File: config.mk
export PLATFORM = sky130hd
export DESIGN_NAME = multicycle_control_hs
export DESIGN_NICKNAME = d
export VERILOG_FILES = /design/src/rtl/multicycle_control_hs.sv
export SDC_FILE = /design/constraint.sdc
export NUM_CORES = 1
export LEC_CHECK = 0
export ABC_AREA = 1
export BUFFER_PORTS_ARGS = -buffer_cell sky130_fd_sc_hd__buf_2
export CORE_MARGIN = 4
export CORE_UTILIZATION = 35
export DETAILED_ROUTE_END_ITERATION = 10
export SYNTH_ARGS = -nofsm -noshare
export SYNTH_HDL_FRONTEND = slang
export SYNTH_SLANG_ARGS = --single-unit
File: constraint.sdc
create_clock -name clock -period 2.91 [get_ports clock]
set_input_delay 0.4365 -clock clock [delete_from_list [all_inputs] [get_ports clock]]
set_output_delay 0.4365 -clock clock [all_outputs]
set_load 0.01 [all_outputs]
File: src/rtl/multicycle_control_hs.sv
// Multicycle RV32I controller: one FSM state per cycle, memory ready handshake,
// optional memory timeout, sticky trap and a retired-instruction counter.
module multicycle_control_hs #(
    parameter int unsigned MEM_TIMEOUT   = 0,
    parameter int unsigned INSTRET_WIDTH = 32
) (
    input  logic                     clock,
    input  logic                     reset,
    input  logic [6:0]               inst_opcode,
    input  logic                     branch_taken,
    input  logic                     mem_ready,
    output logic [2:0]               alu_op_type,
    output logic                     alu_operand_a_select,
    output logic [1:0]               alu_operand_b_select,
    output logic [1:0]               next_pc_select,
    output logic                     pc_write_enable,
    output logic                     pc4_write_enable,
    output logic                     alu_out_write_enable,
    output logic                     inst_write_enable,
    output logic                     data_write_enable,
    output logic                     regfile_write_enable,
    output logic                     mem_read_enable,
    output logic                     mem_write_enable,
    output logic [1:0]               reg_writeback_select,
    output logic                     inst_or_data,
    output logic                     trap,
    output logic [1:0]               trap_cause,
    output logic [INSTRET_WIDTH-1:0] instret
);

    localparam logic [2:0] CTL_ALU_ADD    = 3'd0;
    localparam logic [2:0] CTL_ALU_OP     = 3'd1;
    localparam logic [2:0] CTL_ALU_OP_IMM = 3'd2;
    localparam logic [2:0] CTL_ALU_BRANCH = 3'd3;

    localparam logic CTL_ALU_A_PC  = 1'b0;
    localparam logic CTL_ALU_A_RS1 = 1'b1;

    localparam logic [1:0] MC_CTL_ALU_B_4   = 2'd0;
    localparam logic [1:0] MC_CTL_ALU_B_RS2 = 2'd1;
    localparam logic [1:0] MC_CTL_ALU_B_IMM = 2'd2;

    localparam logic [1:0] MC_CTL_PC_PC4     = 2'd0;
    localparam logic [1:0] MC_CTL_PC_ALU     = 2'd1;
    localparam logic [1:0] MC_CTL_PC_ALU_OUT = 2'd2;

    localparam logic [1:0] CTL_WRITEBACK_ALU  = 2'd0;
    localparam logic [1:0] CTL_WRITEBACK_DATA = 2'd1;
    localparam logic [1:0] CTL_WRITEBACK_IMM  = 2'd2;
    localparam logic [1:0] CTL_WRITEBACK_PC4  = 2'd3;

    localparam logic [6:0] OPC_LOAD     = 7'b0000011;
    localparam logic [6:0] OPC_MISC_MEM = 7'b0001111;
    localparam logic [6:0] OPC_OP_IMM   = 7'b0010011;
    localparam logic [6:0] OPC_AUIPC    = 7'b0010111;
    localparam logic [6:0] OPC_STORE    = 7'b0100011;
    localparam logic [6:0] OPC_OP       = 7'b0110011;
    localparam logic [6:0] OPC_LUI      = 7'b0110111;
    localparam logic [6:0] OPC_BRANCH   = 7'b1100011;
    localparam logic [6:0] OPC_JALR     = 7'b1100111;
    localparam logic [6:0] OPC_JAL      = 7'b1101111;
    localparam logic [6:0] OPC_SYSTEM   = 7'b1110011;

    localparam logic [1:0] CAUSE_ILLEGAL = 2'd1;
    localparam logic [1:0] CAUSE_TIMEOUT = 2'd2;
    localparam logic [1:0] CAUSE_SYSTEM  = 2'd3;

    localparam int unsigned STALL_W = (MEM_TIMEOUT > 0) ? $clog2(MEM_TIMEOUT + 1) : 1;
    localparam logic [STALL_W-1:0] STALL_MAX = STALL_W'(MEM_TIMEOUT);

    typedef enum logic [3:0] {
        S_FETCH,
        S_DECODE,
        S_MEM_ADDR,
        S_MEM_READ,
        S_MEM_WRITEBACK,
        S_MEM_WRITE,
        S_EXECUTE,
        S_EXECUTE_IMM,
        S_EXECUTE_AUIPC,
        S_EXECUTE_LUI,
        S_ALU_WRITEBACK,
        S_BRANCH,
        S_JAL,
        S_JALR,
        S_TRAP
    } state_t;

    state_t                 state_q, state_d;
    logic [1:0]             cause_q, cause_d;
    logic [STALL_W-1:0]     stall_q, stall_d;
    logic [INSTRET_WIDTH-1:0] instret_q;
    logic                   mem_wait;

    always_ff @(posedge clock or posedge reset) begin
        if (reset) begin
            state_q   <= S_FETCH;
            cause_q   <= '0;
            stall_q   <= '0;
            instret_q <= '0;
        end else begin
            state_q <= state_d;
            cause_q <= cause_d;
            stall_q <= stall_d;
            if (pc_write_enable) begin
                instret_q <= instret_q + 1'b1;
            end
        end
    end

    // Everything is decoded under !reset so an asserted reset forces all
    // strobes and requests low combinationally, mid-cycle included.
    always_comb begin
        state_d              = state_q;
        cause_d              = cause_q;
        stall_d              = '0;
        mem_wait             = 1'b0;
        alu_op_type          = CTL_ALU_ADD;
        alu_operand_a_select = CTL_ALU_A_PC;
        alu_operand_b_select = MC_CTL_ALU_B_4;
        next_pc_select       = MC_CTL_PC_PC4;
        pc_write_enable      = 1'b0;
        pc4_write_enable     = 1'b0;
        alu_out_write_enable = 1'b0;
        inst_write_enable    = 1'b0;
        data_write_enable    = 1'b0;
        regfile_write_enable = 1'b0;
        mem_read_enable      = 1'b0;
        mem_write_enable     = 1'b0;
        reg_writeback_select = CTL_WRITEBACK_ALU;
        inst_or_data         = 1'b0;
        trap                 = 1'b0;

        if (!reset) begin
            case (state_q)
                S_FETCH: begin
                    mem_read_enable      = 1'b1;
                    inst_or_data         = 1'b0;
                    alu_op_type          = CTL_ALU_ADD;
                    alu_operand_a_select = CTL_ALU_A_PC;
                    alu_operand_b_select = MC_CTL_ALU_B_4;
                    if (mem_ready) begin
                        inst_write_enable = 1'b1;
                        pc4_write_enable  = 1'b1;
                        state_d           = S_DECODE;
                    end else begin
                        mem_wait = 1'b1;
                    end
                end
                S_DECODE: begin
                    alu_out_write_enable = 1'b1;
                    alu_op_type          = CTL_ALU_ADD;
                    alu_operand_a_select = CTL_ALU_A_PC;
                    alu_operand_b_select = MC_CTL_ALU_B_IMM;
                    case (inst_opcode)
                        OPC_LOAD, OPC_STORE: state_d = S_MEM_ADDR;
                        OPC_BRANCH:          state_d = S_BRANCH;
                        OPC_OP:              state_d = S_EXECUTE;
                        OPC_OP_IMM:          state_d = S_EXECUTE_IMM;
                        OPC_LUI:             state_d = S_EXECUTE_LUI;
                        OPC_AUIPC:           state_d = S_EXECUTE_AUIPC;
                        OPC_JAL:             state_d = S_JAL;
                        OPC_JALR:            state_d = S_JALR;
                        OPC_MISC_MEM: begin
                            pc_write_enable = 1'b1;
                            next_pc_select  = MC_CTL_PC_PC4;
                            state_d         = S_FETCH;
                        end
                        OPC_SYSTEM: begin
                            state_d = S_TRAP;
                            cause_d = CAUSE_SYSTEM;
                        end
                        default: begin
                            state_d = S_TRAP;
                            cause_d = CAUSE_ILLEGAL;
                        end
                    endcase
                end
                S_MEM_ADDR: begin
                    alu_out_write_enable = 1'b1;
                    alu_op_type          = CTL_ALU_ADD;
                    alu_operand_a_select = CTL_ALU_A_RS1;
                    alu_operand_b_select = MC_CTL_ALU_B_IMM;
                    state_d              = (inst_opcode == OPC_STORE) ? S_MEM_WRITE : S_MEM_READ;
                end
                S_MEM_READ: begin
                    mem_read_enable = 1'b1;
                    inst_or_data    = 1'b1;
                    if (mem_ready) begin
                        data_write_enable = 1'b1;
                        state_d           = S_MEM_WRITEBACK;
                    end else begin
                        mem_wait = 1'b1;
                    end
                end
                S_MEM_WRITEBACK: begin
                    regfile_write_enable = 1'b1;
                    reg_writeback_select = CTL_WRITEBACK_DATA;
                    pc_write_enable      = 1'b1;
                    next_pc_select       = MC_CTL_PC_PC4;
                    state_d              = S_FETCH;
                end
                S_MEM_WRITE: begin
                    mem_write_enable = 1'b1;
                    inst_or_data     = 1'b1;
                    if (mem_ready) begin
                        pc_write_enable = 1'b1;
                        next_pc_select  = MC_CTL_PC_PC4;
                        state_d         = S_FETCH;
                    end else begin
                        mem_wait = 1'b1;
                    end
                end
                S_EXECUTE: begin
                    alu_out_write_enable = 1'b1;
                    alu_op_type          = CTL_ALU_OP;
                    alu_operand_a_select = CTL_ALU_A_RS1;
                    alu_operand_b_select = MC_CTL_ALU_B_RS2;
                    state_d              = S_ALU_WRITEBACK;
                end
                S_EXECUTE_IMM: begin
                    alu_out_write_enable = 1'b1;
                    alu_op_type          = CTL_ALU_OP_IMM;
                    alu_operand_a_select = CTL_ALU_A_RS1;
                    alu_operand_b_select = MC_CTL_ALU_B_IMM;
                    state_d              = S_ALU_WRITEBACK;
                end
                S_EXECUTE_AUIPC: begin
                    alu_out_write_enable = 1'b1;
                    alu_op_type          = CTL_ALU_ADD;
                    alu_operand_a_select = CTL_ALU_A_PC;
                    alu_operand_b_select = MC_CTL_ALU_B_IMM;
                    state_d              = S_ALU_WRITEBACK;
                end
                S_ALU_WRITEBACK: begin
                    regfile_write_enable = 1'b1;
                    reg_writeback_select = CTL_WRITEBACK_ALU;
                    pc_write_enable      = 1'b1;
                    next_pc_select       = MC_CTL_PC_PC4;
                    state_d              = S_FETCH;
                end
                S_EXECUTE_LUI: begin
                    regfile_write_enable = 1'b1;
                    reg_writeback_select = CTL_WRITEBACK_IMM;
                    pc_write_enable      = 1'b1;
                    next_pc_select       = MC_CTL_PC_PC4;
                    state_d              = S_FETCH;
                end
                S_BRANCH: begin
                    alu_op_type          = CTL_ALU_BRANCH;
                    alu_operand_a_select = CTL_ALU_A_RS1;
                    alu_operand_b_select = MC_CTL_ALU_B_RS2;
                    pc_write_enable      = 1'b1;
                    next_pc_select       = branch_taken ? MC_CTL_PC_ALU_OUT : MC_CTL_PC_PC4;
                    state_d              = S_FETCH;
                end
                S_JAL: begin
                    regfile_write_enable = 1'b1;
                    reg_writeback_select = CTL_WRITEBACK_PC4;
                    pc_write_enable      = 1'b1;
                    next_pc_select       = MC_CTL_PC_ALU_OUT;
                    state_d              = S_FETCH;
                end
                S_JALR: begin
                    alu_op_type          = CTL_ALU_ADD;
                    alu_operand_a_select = CTL_ALU_A_RS1;
                    alu_operand_b_select = MC_CTL_ALU_B_IMM;
                    regfile_write_enable = 1'b1;
                    reg_writeback_select = CTL_WRITEBACK_PC4;
                    pc_write_enable      = 1'b1;
                    next_pc_select       = MC_CTL_PC_ALU;
                    state_d              = S_FETCH;
                end
                S_TRAP: begin
                    trap = 1'b1;
                end
                default: begin
                    state_d = S_TRAP;
                    cause_d = CAUSE_ILLEGAL;
                end
            endcase

            // The counter only runs while a request waits; any exit from a
            // memory state (ready or trap) leaves it at zero for the next entry.
            if (mem_wait && (MEM_TIMEOUT != 0)) begin
                if (stall_q == STALL_MAX) begin
                    state_d = S_TRAP;
                    cause_d = CAUSE_TIMEOUT;
                end else begin
                    stall_d = stall_q + 1'b1;
                end
            end
        end
    end

    assign trap_cause = cause_q;
    assign instret    = instret_q;

endmodule

# Yosys cells after proc, flatten, opt, wreduce, memory -nomap -nowiden
# Cells that the tools add are included.
# W data, S select, Z words.
[classes] addsub=1 n_mul=0 div_mod_pow=0 magnitude_cmp=0 n_eq_ne=29 n_shift=0 mux=39 bitwise=3 n_reduce_logical=16
[op_table] op="$pmux W4 S9" count=1
[op_table] op="$add A32 B1 Y32 const B" count=1
[op_table] op="$pmux W4 S8" count=1
[op_table] op="$eq A4 B4 Y1 const B" count=7
[op_table] op="$eq A7 B7 Y1 const B" count=4
[op_table] op="$eq A7 B6 Y1 const B" count=3
[op_table] op="$mux W1" count=21
[op_table] op="$reduce_or A5 Y1" count=4
[op_table] op="$pmux W2 S3" count=3
[op_table] op="$eq A4 B3 Y1 const B" count=4
[op_table] op="$eq A7 B5 Y1 const B" count=2
[op_table] op="$reduce_or A14 Y1" count=1
[op_table] op="$mux W4" count=3
[op_table] op="$pmux W2 S2" count=3
[op_table] op="$mux W2" count=5
[op_table] op="$reduce_or A10 Y1" count=1
[op_table] op="$reduce_or A2 Y1" count=5
[op_table] op="$eq A4 B2 Y1 const B" count=2
[op_table] op="$ne A2 B2 Y1 const B" count=4
[op_table] op="$eq A7 B2 Y1 const B" count=1
[op_table] op="$eq A7 B4 Y1 const B" count=1
[op_table] op="$reduce_or A6 Y1" count=1
[op_table] op="$reduce_and A5 Y1" count=1
[op_table] op="$eq A4 B1 Y1 const B" count=1
[op_table] op="other kinds (6)" count=8
[word_totals] reg_bits=38 latchBits=0 ram_bits=0 mem_bits_ro=0 in_bits=11 output_inout_bits=54 word_cells=91 n_memories=0

# Depth between registers and ports, before layout
[depth] word_depth=4 ltp_mapped=12 ltp_nobuf=10

# Worst setup path after synthesis
# No wires, ideal clock.
[synth_timing] kind="input -> output" from="in reset" to="out alu_operand_a_select" arrival_ns=2.316 required_ns=2.474 setup_slack_ns=0.157 stages=3 n_path_buf=1 cell_sequence="clkbuf_1 > clkinv_1 > a311o_1"
[synth_via] elab_chain_cells=1
[synth_rtl] element="start: declaration" line_no="8" text="input logic reset,"
[synth_rtl] element="$mux W1" line_no="134" text="if (!reset) begin"
[synth_rtl] element="end: declaration" line_no="13" text="output logic alu_operand_a_select,"
# Every way passes these cells.

# Worst setup path after layout
[layout_timing] from="reg state_q[2]" to="out pc_write_enable"
[layout_via] elab_chain_cells=4 word_cells_on_any_way=11 classes_between="eq/ne: 8; mux: 2; reduce/logical: 1"
[layout_rtl] element="start: declaration" line_no="89" text="state_t state_q, state_d;"
[layout_rtl] element="start signal: assignment" line_no="102" text="state_q <= state_d;"
[layout_rtl] element="$eq A4 B4 Y1 or $eq A4 B3 Y1 (tied branches)" line_no="135" text="case (state_q)"
[layout_rtl] element="$reduce_or A6 Y1 (no line)"
[layout_rtl] element="$pmux W1 S3 (*)" line_no="135"
[layout_rtl] element="$mux W1 (*)" line_no="134"
[layout_rtl] element="end: declaration" line_no="16" text="output logic pc_write_enable,"
# Every way passes the cells marked *; elsewhere a longest branch is shown, timed or not.

==> run_results.csv <==
group,metric,value,unit
placement,gp_congestion,0.9516,
synth,synthMostInstantiatedCell,"nand2_1",
detailed_routing,drtIter0Drc,106,
cts,cts_tree,"built",
synth,synth_area_per_cell,6.013,µm²
timing,setup_tns,0,ns
placement,dp_cells,649,
synth,syn_nets,501,
cts,cts.sinks,38,
finish,insertedDiodeCount,0,
placement,dp_hpwl,6636,µm
cts,numCtsBuffers,5,
synth,yosys-top-cells-count,"nand2_1 (210), nor2_1 (66), inv_1 (40)",
synth,synth_edf_count,0,
grt,grt_use_total,0.1760,
timing,slew_headroom,0.6498,
timing,max_slew.worst_pin.slew,0.5252,ns
synth,syn_inst,489,
floorplanning,core_region_area,8175,µm²
finish,layout-drive-gt1-share,0.1525,
grt,grt_max_degree,41,
grt,overflow,0,
setup_path,cp-start-kind,"flip-flop",
setup_path,r2r.worst_path.cells,10,
synth,yosys-top-cells-area,"dfrtp_1 (32%), nand2_1 (27%), nor2_1 (8.4%)",
setup_path,worstPathMaxFanout,6,
grt,grt_pass1_vias,3085,
setup_path,cp_data_arrival_time,1.87,ns
finish,syn2layout_area_growth,16.04,%
cts,clkTransAtPathRegs,0.08,ns
detailed_routing,viasPerCell,4.915,
synth,ys_warn_count,0,
detailed_routing,wl_per_cell,12.85,µm
detailed_routing,num_vias,3224,
synth,synth_ff_type,"dfrtp_1",
finish,num-nets-final,563,
min_path,min_to,"trap_cause[0]$_DFFE_PP0P_",
detailed_routing,routed_wl,8427,µm
finish,layout.area.seq,950.9,µm²
detailed_routing,drc,0,
setup_path,required,2.47,ns
synth,yosysTopAreaCellShare,0.3234,
finish,instances_no_fill,656,
synth,syn_area,2940,µm²
status,status,"finished clean",
pwr,total_power,2.236,mW
placement,io_buffers,63,
timing,drv_slew,0,
finish,utilization,0.4174,
min_path,hold_depth,2,
finish,num-fill-cells,879,
detailed_routing,ant_nets,0,
timing,period_share,0.7928,
setup_path,r2r_end,"instret[20]$_DFFE_PP0P_",
min_path,min_from,"trap_cause[0]$_DFFE_PP0P_",
timing,post-route-min-period,2.307,ns
detailed_routing,highest_layer,"met4",
pwr,vdd_drop_max,0.3330,mV
setup_path,rrSetupSlack,0.87,ns
cts,hold_buffers,0,
synth,ys_async_sr_fraction,1.000,
placement,place_ws,0.8870,ns
cts,h-tree-depth,2,
setup_path,rr_startpoint,"instret[0]$_DFFE_PP0P_",
detailed_routing,wl_met2,3981,µm
grt,antenna_found_initial,0,
timing,hold_viol_final,0,
detailed_routing,first_pass_iters,5,
floorplanning,start_util,0.3597,
synth,ys_seq_elements,38,
min_path,hold_path.class,"flip-flop to flip-flop",
synth,ys_seq_area_frac,0.3234,
synth,synth.distinct_cells,30,
timing,fmax,433.4,MHz
timing,finalSetupViolCount,0,
floorplanning,ios,65,
floorplanning,die_area,9931,µm²
setup_path,worstSetupPathType,"flip-flop to output port",
finish,multi_input_area,1737,µm²
placement,placedInstanceArea,3333,µm²
detailed_routing,m1WireLength,3770,µm
flow_run,maxCapViolations,0,
floorplanning,rows,33,
synth,synth_top_area_cell,"dfrtp_1",
cts,clock_latency,0.29,ns
cts,clockBufferDepth,2,
timing,setup_slack,0.6028,ns
setup_path,endpoint_kind,"output port",
floorplanning,die_y,99.66,µm
finish,design_area,3412,µm²
cts,root_buffer,"clkbuf_8",
timing,hold_slack,0.4701,ns
grt,grt_pass1_wl,14280,µm
floorplanning,fp.dieW,99.66,µm
detailed_routing,met3_wirelength,538,µm
timing,skew,0.005916,ns
pwr,power.density,655.4,nW/µm²
cts,cts_setup_buffers,0,
pwr,leakagePower,1.759,nW
timing,rsz0062_at_grt,"no",
cts,cts.repair.resized,0,
## metal layers
layer | GRT usage | up-vias
li1 | - | 1655
met1 | 0.2261 | 1460
met2 | 0.2980 | 100
met3 | 0.03436 | 9
met4 | 0.05462 | 0
met5 | 0 | -
## worst max-delay path by stage
stage                           startpoint                      end  slack [ns]  depth (start not counted)
detailed placement  instret[0]$_DFFE_PP0P_  instret[20]$_DFFE_PP0P_        0.89                         10
floorplan                            reset     alu_operand_a_select        0.16                          3
global placement    state_q[2]$_DFFE_PP0P_          pc_write_enable        0.92                          8
finish              state_q[2]$_DFFE_PP0P_          pc_write_enable        0.60                          8
global route        state_q[2]$_DFFE_PP0P_          pc_write_enable        0.46                          8
CTS                 state_q[2]$_DFFE_PP0P_          pc_write_enable        0.58                          8
## layout by cell type (no fill, tap or decap), types with 2 or more instances in the layout
cell type and n:
nand2_1 210, nor2_1 66, buf_2 63, inv_1 40
dfrtp_1 38, nand3_1 25, nor3_1 22, o21ai_0 20
a21oi_1 11, xor2_1 7, xnor2_1 6, clkbuf_8 5
inv_2 4, nand4_1 4, o21ai_1 4, nand3b_1 4
buf_4 4, nor2_2 3, nor2_4 2, o21bai_1 2
clkinv_2 2
## sequential cells by signal (all words and copies together) (netlist names)
name,flops
state_q,4
trap_cause,2
instret,32
## cells by family after synthesis
group,share of synthesized area
AOI/OAI and AO/OA,0.08128
other,0.001275
and+or+nand+nor,0.4651
adders and majority gates,0.004255
buffers and inverters,0.08595
DFF,0.3234
xor gates and xnor gates,0.03872
## power breakdown
part / switching, mW / internal (mW)
Combinational: 0.731 / 0.374
Sequential: 0.151 / 0.629
Clock: 0.190 / 0.161
Total: 1.07 / 1.16
## worst max-delay path, stage by stage, from the launching register on
cell and delay (ns):
dfrtp_1 0.47, nor2_2 0.21, inv_2 0.08, nor2_4 0.13, nand3_1 0.11, nand2_1 0.12
nor2_1 0.06, nor2_2 0.22, buf_2 0.19
## cell type report
type,instances,area share
multi-input cells,394,0.5090
flip-flops and latches,38,0.2787
repair buffers,67,0.1012
inverters,45,0.04950
well taps,105,0.03850
clock buffers,5,0.02017
clock inverters,2,0.002934
Note: power is estimated with default switching activity, not from simulation.
